### config.mk
export PLATFORM = sky130hd
export DESIGN_NAME = dmem_port_ws
export DESIGN_NICKNAME = d
export VERILOG_FILES = /design/src/rtl/dmem_port_ws.sv
export SDC_FILE = /design/constraint.sdc
export NUM_CORES = 1
export LEC_CHECK = 0
export BUFFER_PORTS_ARGS = -buffer_cell sky130_fd_sc_hd__buf_2
export CORE_MARGIN = 2
export CORE_UTILIZATION = 23
export DETAILED_ROUTE_END_ITERATION = 8
export GPL_TIMING_DRIVEN = 0
export PLACE_DENSITY = 0.42
export SETUP_SLACK_MARGIN = 0.1
export SYNTH_ARGS = -nofsm -noshare
export SYNTH_HDL_FRONTEND = slang
export SYNTH_SLANG_ARGS = --single-unit
### constraint.sdc
create_clock -name clk -period 3.5 [get_ports clk]
set_input_delay 0.7 -clock clk [delete_from_list [all_inputs] [get_ports clk]]
set_output_delay 0.7 -clock clk [all_outputs]
set_load 0.02 [all_outputs]
### src/rtl/dmem_port_ws.sv
// ---------------------------------------------------------------------------
// dmem_port_ws
// CPU-side data-memory port with a fixed number of memory wait states.
// A request is accepted only while idle. Aligned loads and stores run one
// ACCESS phase of WAIT_CYCLES cycles. Misaligned requests and no-op requests
// (neither read nor write) skip memory and answer at once. Every request ends
// with a single RESP cycle that pulses 'good'.
//
// Ports
//   clk, reset          : rising-edge clock, asynchronous active-high reset
//   addr, valid         : CPU byte address and request strobe
//   memRead, memWrite   : request type (both high is taken as a write)
//   writeData           : store data, low-aligned
//   maskMode            : 0 byte, 1 half, 2/3 word
//   sext                : sign-extend loaded byte/half when 1
//   good, misalign      : one-cycle completion / alignment-error pulses
//   readData            : extended load result, held until the next RESP
//   dmAddr_out          : word-aligned memory address
//   dmData_out          : lane-replicated store data
//   dmData_in           : memory read data
//   dmMem_r, dmMem_w    : memory read strobe and write byte enables
// ---------------------------------------------------------------------------
module dmem_port_ws #(
    parameter int ADDR_W      = 32,
    parameter int WAIT_CYCLES = 1
) (
    input  logic              clk,
    input  logic              reset,
    input  logic [ADDR_W-1:0] addr,
    input  logic              valid,
    input  logic              memRead,
    input  logic              memWrite,
    input  logic [31:0]       writeData,
    input  logic [1:0]        maskMode,
    input  logic              sext,
    output logic              good,
    output logic [31:0]       readData,
    output logic              misalign,
    output logic [ADDR_W-1:0] dmAddr_out,
    output logic [31:0]       dmData_out,
    input  logic [31:0]       dmData_in,
    output logic              dmMem_r,
    output logic [3:0]        dmMem_w
);

    typedef enum logic [1:0] {
        ST_IDLE   = 2'd0,
        ST_ACCESS = 2'd1,
        ST_RESP   = 2'd2
    } state_t;

    // ACCESS lasts WAIT_CYCLES cycles: the counter starts at WAIT_CYCLES-1
    // and the phase ends on the edge where it reads zero.
    localparam logic [3:0] CNT_INIT = 4'(WAIT_CYCLES - 1);

    // Half needs an even address, word needs a multiple of four.
    function automatic logic is_aligned(input logic [1:0] mode, input logic [1:0] lo);
        logic ok;
        case (mode)
            2'd0:    ok = 1'b1;
            2'd1:    ok = (lo[0] == 1'b0);
            default: ok = (lo == 2'b00);
        endcase
        return ok;
    endfunction

    function automatic logic [3:0] byte_enables(input logic [1:0] mode, input logic [1:0] lo);
        logic [3:0] be;
        case (mode)
            2'd0:    be = 4'b0001 << lo;
            2'd1:    be = 4'b0011 << lo;
            default: be = 4'b1111;
        endcase
        return be;
    endfunction

    // Store data is replicated into every lane so the byte enables alone
    // select which lane the memory really writes.
    function automatic logic [31:0] store_lanes(input logic [1:0] mode, input logic [31:0] data);
        logic [31:0] d;
        case (mode)
            2'd0:    d = {4{data[7:0]}};
            2'd1:    d = {2{data[15:0]}};
            default: d = data;
        endcase
        return d;
    endfunction

    function automatic logic [31:0] load_extract(input logic [1:0]  mode,
                                                 input logic [1:0]  lo,
                                                 input logic        sx,
                                                 input logic [31:0] data);
        logic [7:0]  b;
        logic [15:0] h;
        logic [31:0] r;
        case (lo)
            2'd0:    b = data[7:0];
            2'd1:    b = data[15:8];
            2'd2:    b = data[23:16];
            default: b = data[31:24];
        endcase
        h = lo[1] ? data[31:16] : data[15:0];
        case (mode)
            2'd0:    r = {{24{sx & b[7]}}, b};
            2'd1:    r = {{16{sx & h[15]}}, h};
            default: r = data;
        endcase
        return r;
    endfunction

    state_t              state_r, state_nxt_s;
    logic [3:0]          cnt_r, cnt_nxt_s;
    logic [1:0]          addr_lo_r, addr_lo_nxt_s;
    logic [1:0]          mode_r, mode_nxt_s;
    logic                sext_r, sext_nxt_s;
    logic                write_r, write_nxt_s;
    logic                good_r, good_nxt_s;
    logic                misalign_r, misalign_nxt_s;
    logic [31:0]         rdata_r, rdata_nxt_s;
    logic [ADDR_W-1:0]   dm_addr_r, dm_addr_nxt_s;
    logic [31:0]         dm_dout_r, dm_dout_nxt_s;
    logic                dm_rd_r, dm_rd_nxt_s;
    logic [3:0]          dm_we_r, dm_we_nxt_s;

    // Next-state and next-output decode for the IDLE/ACCESS/RESP sequence.
    always_comb begin
        state_nxt_s    = state_r;
        cnt_nxt_s      = cnt_r;
        addr_lo_nxt_s  = addr_lo_r;
        mode_nxt_s     = mode_r;
        sext_nxt_s     = sext_r;
        write_nxt_s    = write_r;
        good_nxt_s     = 1'b0;
        misalign_nxt_s = 1'b0;
        rdata_nxt_s    = rdata_r;
        dm_addr_nxt_s  = dm_addr_r;
        dm_dout_nxt_s  = dm_dout_r;
        dm_rd_nxt_s    = 1'b0;
        dm_we_nxt_s    = 4'b0000;

        case (state_r)
            ST_IDLE: begin
                if (valid) begin
                    if (!(memRead | memWrite)) begin
                        state_nxt_s = ST_RESP;
                        good_nxt_s  = 1'b1;
                        rdata_nxt_s = 32'h0000_0000;
                    end else if (!is_aligned(maskMode, addr[1:0])) begin
                        state_nxt_s    = ST_RESP;
                        good_nxt_s     = 1'b1;
                        misalign_nxt_s = 1'b1;
                        rdata_nxt_s    = 32'h0000_0000;
                    end else begin
                        state_nxt_s   = ST_ACCESS;
                        cnt_nxt_s     = CNT_INIT;
                        addr_lo_nxt_s = addr[1:0];
                        mode_nxt_s    = maskMode;
                        sext_nxt_s    = sext;
                        write_nxt_s   = memWrite;
                        dm_addr_nxt_s = {addr[ADDR_W-1:2], 2'b00};
                        // Strobes are registered here so they are already
                        // high during the first ACCESS cycle.
                        if (memWrite) begin
                            dm_we_nxt_s   = byte_enables(maskMode, addr[1:0]);
                            dm_dout_nxt_s = store_lanes(maskMode, writeData);
                        end else begin
                            dm_rd_nxt_s = 1'b1;
                        end
                    end
                end else begin
                    state_nxt_s = ST_IDLE;
                end
            end
            ST_ACCESS: begin
                if (cnt_r == 4'd0) begin
                    // Final ACCESS edge: strobes drop, read data is captured.
                    state_nxt_s = ST_RESP;
                    good_nxt_s  = 1'b1;
                    if (write_r) begin
                        rdata_nxt_s = 32'h0000_0000;
                    end else begin
                        rdata_nxt_s = load_extract(mode_r, addr_lo_r, sext_r, dmData_in);
                    end
                end else begin
                    cnt_nxt_s   = cnt_r - 4'd1;
                    dm_rd_nxt_s = dm_rd_r;
                    dm_we_nxt_s = dm_we_r;
                end
            end
            ST_RESP: begin
                state_nxt_s = ST_IDLE;
            end
            default: begin
                state_nxt_s = ST_IDLE;
            end
        endcase
    end

    // State register.
    always_ff @(posedge clk or posedge reset) begin
        if (reset) begin
            state_r <= ST_IDLE;
        end else begin
            state_r <= state_nxt_s;
        end
    end

    // Datapath and registered output flops.
    always_ff @(posedge clk or posedge reset) begin
        if (reset) begin
            cnt_r      <= 4'd0;
            addr_lo_r  <= 2'b00;
            mode_r     <= 2'b00;
            sext_r     <= 1'b0;
            write_r    <= 1'b0;
            good_r     <= 1'b0;
            misalign_r <= 1'b0;
            rdata_r    <= 32'h0000_0000;
            dm_addr_r  <= '0;
            dm_dout_r  <= 32'h0000_0000;
            dm_rd_r    <= 1'b0;
            dm_we_r    <= 4'b0000;
        end else begin
            cnt_r      <= cnt_nxt_s;
            addr_lo_r  <= addr_lo_nxt_s;
            mode_r     <= mode_nxt_s;
            sext_r     <= sext_nxt_s;
            write_r    <= write_nxt_s;
            good_r     <= good_nxt_s;
            misalign_r <= misalign_nxt_s;
            rdata_r    <= rdata_nxt_s;
            dm_addr_r  <= dm_addr_nxt_s;
            dm_dout_r  <= dm_dout_nxt_s;
            dm_rd_r    <= dm_rd_nxt_s;
            dm_we_r    <= dm_we_nxt_s;
        end
    end

    assign good       = good_r;
    assign misalign   = misalign_r;
    assign readData   = rdata_r;
    assign dmAddr_out = dm_addr_r;
    assign dmData_out = dm_dout_r;
    assign dmMem_r    = dm_rd_r;
    assign dmMem_w    = dm_we_r;

endmodule

==> results.cfg <==
[pwr]
leakage_nw = 3.62
powerDensity_mw_per_mm2 = 919
switching_share_pct = 38.8
post-layout-total-power_mw = 6.68
internal_power_mw = 4.09
pwr-share-clk_pct = 27.2
vdd.ir_drop.worst_mv = 0.355
combPwrFrac_pct = 39.6
p_sw_mw = 2.59
share_seq_of_total_power_pct = 33.2

[drt]
detail_route.wirelength.met1_mm = 7.50
route.detailed.drc = 0
met2_length_mm = 7.65
antenna_violating_nets_post_route = 0
topRoutingLayerUsed = met4
drt_iter0_drc = 147
tritonroute_pass_1_iters = 4
num_vias = 4419
post_drt_wl_per_cell_microns = 17.3
wl_met3_mm = 1.53
via_per_inst = 4.53
wl_mm = 16.9

[clock_tree]
post_cts_gate_resize_count = 0
postCtsHoldBufs = 0
clk_path_buf_depth = 2
cts-htree-levels = 4
cts_setup_buffers = 0
tritoncts_clock_tree = built
cts_made_buffers = 17
clock_sinks = 113
clkTransAtPathRegs_ns = 0.06
ctsRootBufferMaster = sky130_fd_sc_hd__clkbuf_16
clk-insertion-delay-late_ns = 0.41

[placed_design]
place.port_buffers = 204
post_dp_cell_area_sq_mm = 0.00664
place_inst = 942
dpl.hpwl_mm = 13.0
globalplace.congestion = 0.800

[worst_setup_path]
end_kind = flip-flop
worst-setup-path-type = reg2reg
start_kind = flip-flop
worstPathRequired_ns = 3.83
r2r_setup_slack_ns = 1.08
worst-endpoint-arrival_ns = 2.76
timing.critical_path.fanout_max = 10

[grt]
grt_usage_pct = 14.4
grt_first_pass_wirelength_mm = 26.7
first_global_vias = 4780
largest_net_degree_at_the_start_of_global_routing = 41
antenna_violations_before_repair = 2
gr-total-overflow = 0

[timing]
finalCritPeriodShare_pct = 69.3
maxClockFrequency_mhz = 413
setup_tns_ns = 0
finalWorstPathRequiredPeriod_ns = 2.42
setup_viol = 0
final.setup_skew_ns = 0.00819
grt_setup_unrepaired = false
timing_hold_violations_final = 0
slew_of_the_pin_with_the_lowest_slew_margin_ns = 0.987
final_max_slew_viol_count = 0
relSlewSlack_pct = 34.0

[finish]
area.growth.synth_to_final_pct = 39.3
final_area_sq_mm = 0.00727
final_core_utilization_pct = 32.4
filler_cell_count = 2324
finish.net_count = 782
drive_above_1_share_pct = 46.4
layoutNonFillerInstCount = 975

[synthesis]
async_flop_share_pct = 100
register_bit_total_from_synthesis = 113
largest_area_contributor_in_the_synthesized_netlist = sky130_fd_sc_hd__dfrtp_1
yosys-top-cells-area = sky130_fd_sc_hd__dfrtp_1 (54%), sky130_fd_sc_hd__mux2_2 (10%), sky130_fd_sc_hd__mux2i_1 (5.8%)
ys_types = 45
synth_edf_count = 0
yosys_most_used_dff = sky130_fd_sc_hd__dfrtp_1
syn_avg_cell_area_sq_um = 11.6
yosys.area.top_type_share_pct = 54.2
ys_seq_area_share_pct = 54.2
synth_cells = 450
syn_area_sq_mm = 0.00522
synth-warning-count = 0

[worst_hold_path]
hold_path.class = in2async

[die]
die-width_microns = 155
fp.dieArea_sq_mm = 0.0239
io-pin-count = 207
row_count = 55
die_y_microns = 155
fp.coreArea_sq_mm = 0.0224
start_util_pct = 23.2

[status]
status = finished clean

[job]
timing.max_cap.violations = 0
-- power groups by stage --
stage          Sequential, mW  Combinational (mW)  Clock (mW)
6_report                 2.22                2.65        1.81
5_1_grt                  2.31                2.88        1.94
4_1_cts                  2.22                2.69        1.87
3_5_place_dp             2.23                2.69           0
3_3_place_gp             2.22                2.65           0
2_1_floorplan            2.83                1.10           0
-- stage by stage --
stage          setup slack [ns]  hold WS [ns]
3_3_place_gp              0.562         0.460
6_report                   1.08         0.471
2_1_floorplan              1.43         0.453
3_5_place_dp              0.711         0.471
5_1_grt                   0.809         0.500
4_1_cts                    1.00         0.478
-- cell usage after synthesis, types with 2 or more instances --
library cell	instances
sky130_fd_sc_hd__dfrtp_1	113
sky130_fd_sc_hd__mux2_2	48
sky130_fd_sc_hd__nand2_1	42
sky130_fd_sc_hd__o21ai_0	41
sky130_fd_sc_hd__mux2i_1	30
sky130_fd_sc_hd__a21oi_1	21
sky130_fd_sc_hd__clkbuf_1	20
sky130_fd_sc_hd__a221o_2	17
sky130_fd_sc_hd__nor2_1	14
sky130_fd_sc_hd__inv_1	11
sky130_fd_sc_hd__nor2b_1	10
sky130_fd_sc_hd__o2bb2ai_1	8
sky130_fd_sc_hd__a211o_1	7
sky130_fd_sc_hd__nand2b_1	7
sky130_fd_sc_hd__nand3_1	4
sky130_fd_sc_hd__a221o_1	3
sky130_fd_sc_hd__a32o_1	3
sky130_fd_sc_hd__buf_2	3
sky130_fd_sc_hd__buf_4	3
sky130_fd_sc_hd__buf_6	3
sky130_fd_sc_hd__nand3b_1	3
sky130_fd_sc_hd__nand4_1	3
sky130_fd_sc_hd__nor3_1	3
sky130_fd_sc_hd__nor3b_1	3
sky130_fd_sc_hd__o22ai_1	3
sky130_fd_sc_hd__xnor2_1	3
sky130_fd_sc_hd__and2_1	2
sky130_fd_sc_hd__buf_1	2
sky130_fd_sc_hd__ha_1	2
sky130_fd_sc_hd__o31ai_1	2
sky130_fd_sc_hd__or2_2	2
-- routing by layer --
metal  GRT usage, %  up-vias
met3           5.91       18
met1           18.3     2142
met5              0        -
met2           22.7      186
met4           4.06        0
li1               -     2073
-- cells in the final DEF (no fill, tap or decap), drive strengths merged, types with 4 or more instances in the layout --
| cell | count |
|---|---|
| a211o | 7 |
| o21ai | 42 |
| nand3 | 4 |
| nand2b | 7 |
| o2bb2ai | 8 |
| inv | 10 |
| clkinv | 6 |
| clkbuf | 40 |
| nor2 | 14 |
| a21oi | 21 |
| nor2b | 10 |
| nand2 | 42 |
| mux2i | 30 |
| dfrtp | 113 |
| mux2 | 48 |
| a221o | 20 |
| clkinvlp | 4 |
| buf | 217 |
-- cells by family after synthesis --
family,share of synthesized area (%)
AOI/OAI and AO/OA,15.0
muxes,16.1
and+or+nand+nor,9.84
other,0.0719
xor gates and xnor gates,0.504
buffers and inverters,3.74
DFF,54.2
adders and majority gates,0.480
-- layout make-up --
| class | count | area [sq um] | share of cell area (%) |
|---|---|---|---|
| flip-flops and latches | 113 | 2830 | 38.9 |
| multi-input cells | 296 | 2200 | 30.2 |
| diodes | 1 | 2.50 | 0.0344 |
| clock buffers | 20 | 467 | 6.42 |
| repair buffers | 206 | 1060 | 14.6 |
| well taps | 285 | 357 | 4.91 |
| clock inverters | 12 | 158 | 2.17 |
| inverters | 11 | 45.0 | 0.620 |
| plain buffers | 31 | 154 | 2.12 |
-- state kept, by name, indices dropped and copies added (netlist names) --
register    count
write_r         1
dmMem_w         4
dmAddr_out     30
dmMem_r         1
sext_r          1
dmData_out     32
addr_lo_r       2
state_r         2
cnt_r           4
readData       32
misalign        1
good            1
mode_r          2
-- path summary, 6_finish.rpt --
kind,startpoint,end,depth (start not counted)
worst max-delay path,cnt_r[0],readData[7],8
worst min-delay path,reset,dmAddr_out[25],2
worst max register to register,cnt_r[0],readData[7],8
worst min register to register,dmMem_r,dmMem_r,2
max in group asynchronous,reset,cnt_r[2],3
min in group clk,dmMem_r,dmMem_r,2
-- worst max-delay path, stage by stage (launching register included) --
cell                       delay, ns
sky130_fd_sc_hd__dfrtp_1        0.40
sky130_fd_sc_hd__inv_1          0.08
sky130_fd_sc_hd__ha_1           0.20
sky130_fd_sc_hd__or3b_1         0.17
sky130_fd_sc_hd__buf_6          0.14
sky130_fd_sc_hd__nor2_1         0.05
sky130_fd_sc_hd__a21oi_1        0.55
sky130_fd_sc_hd__clkbuf_1       0.52
sky130_fd_sc_hd__a22o_1         0.24
Note: power is estimated with default switching activity, not from simulation.
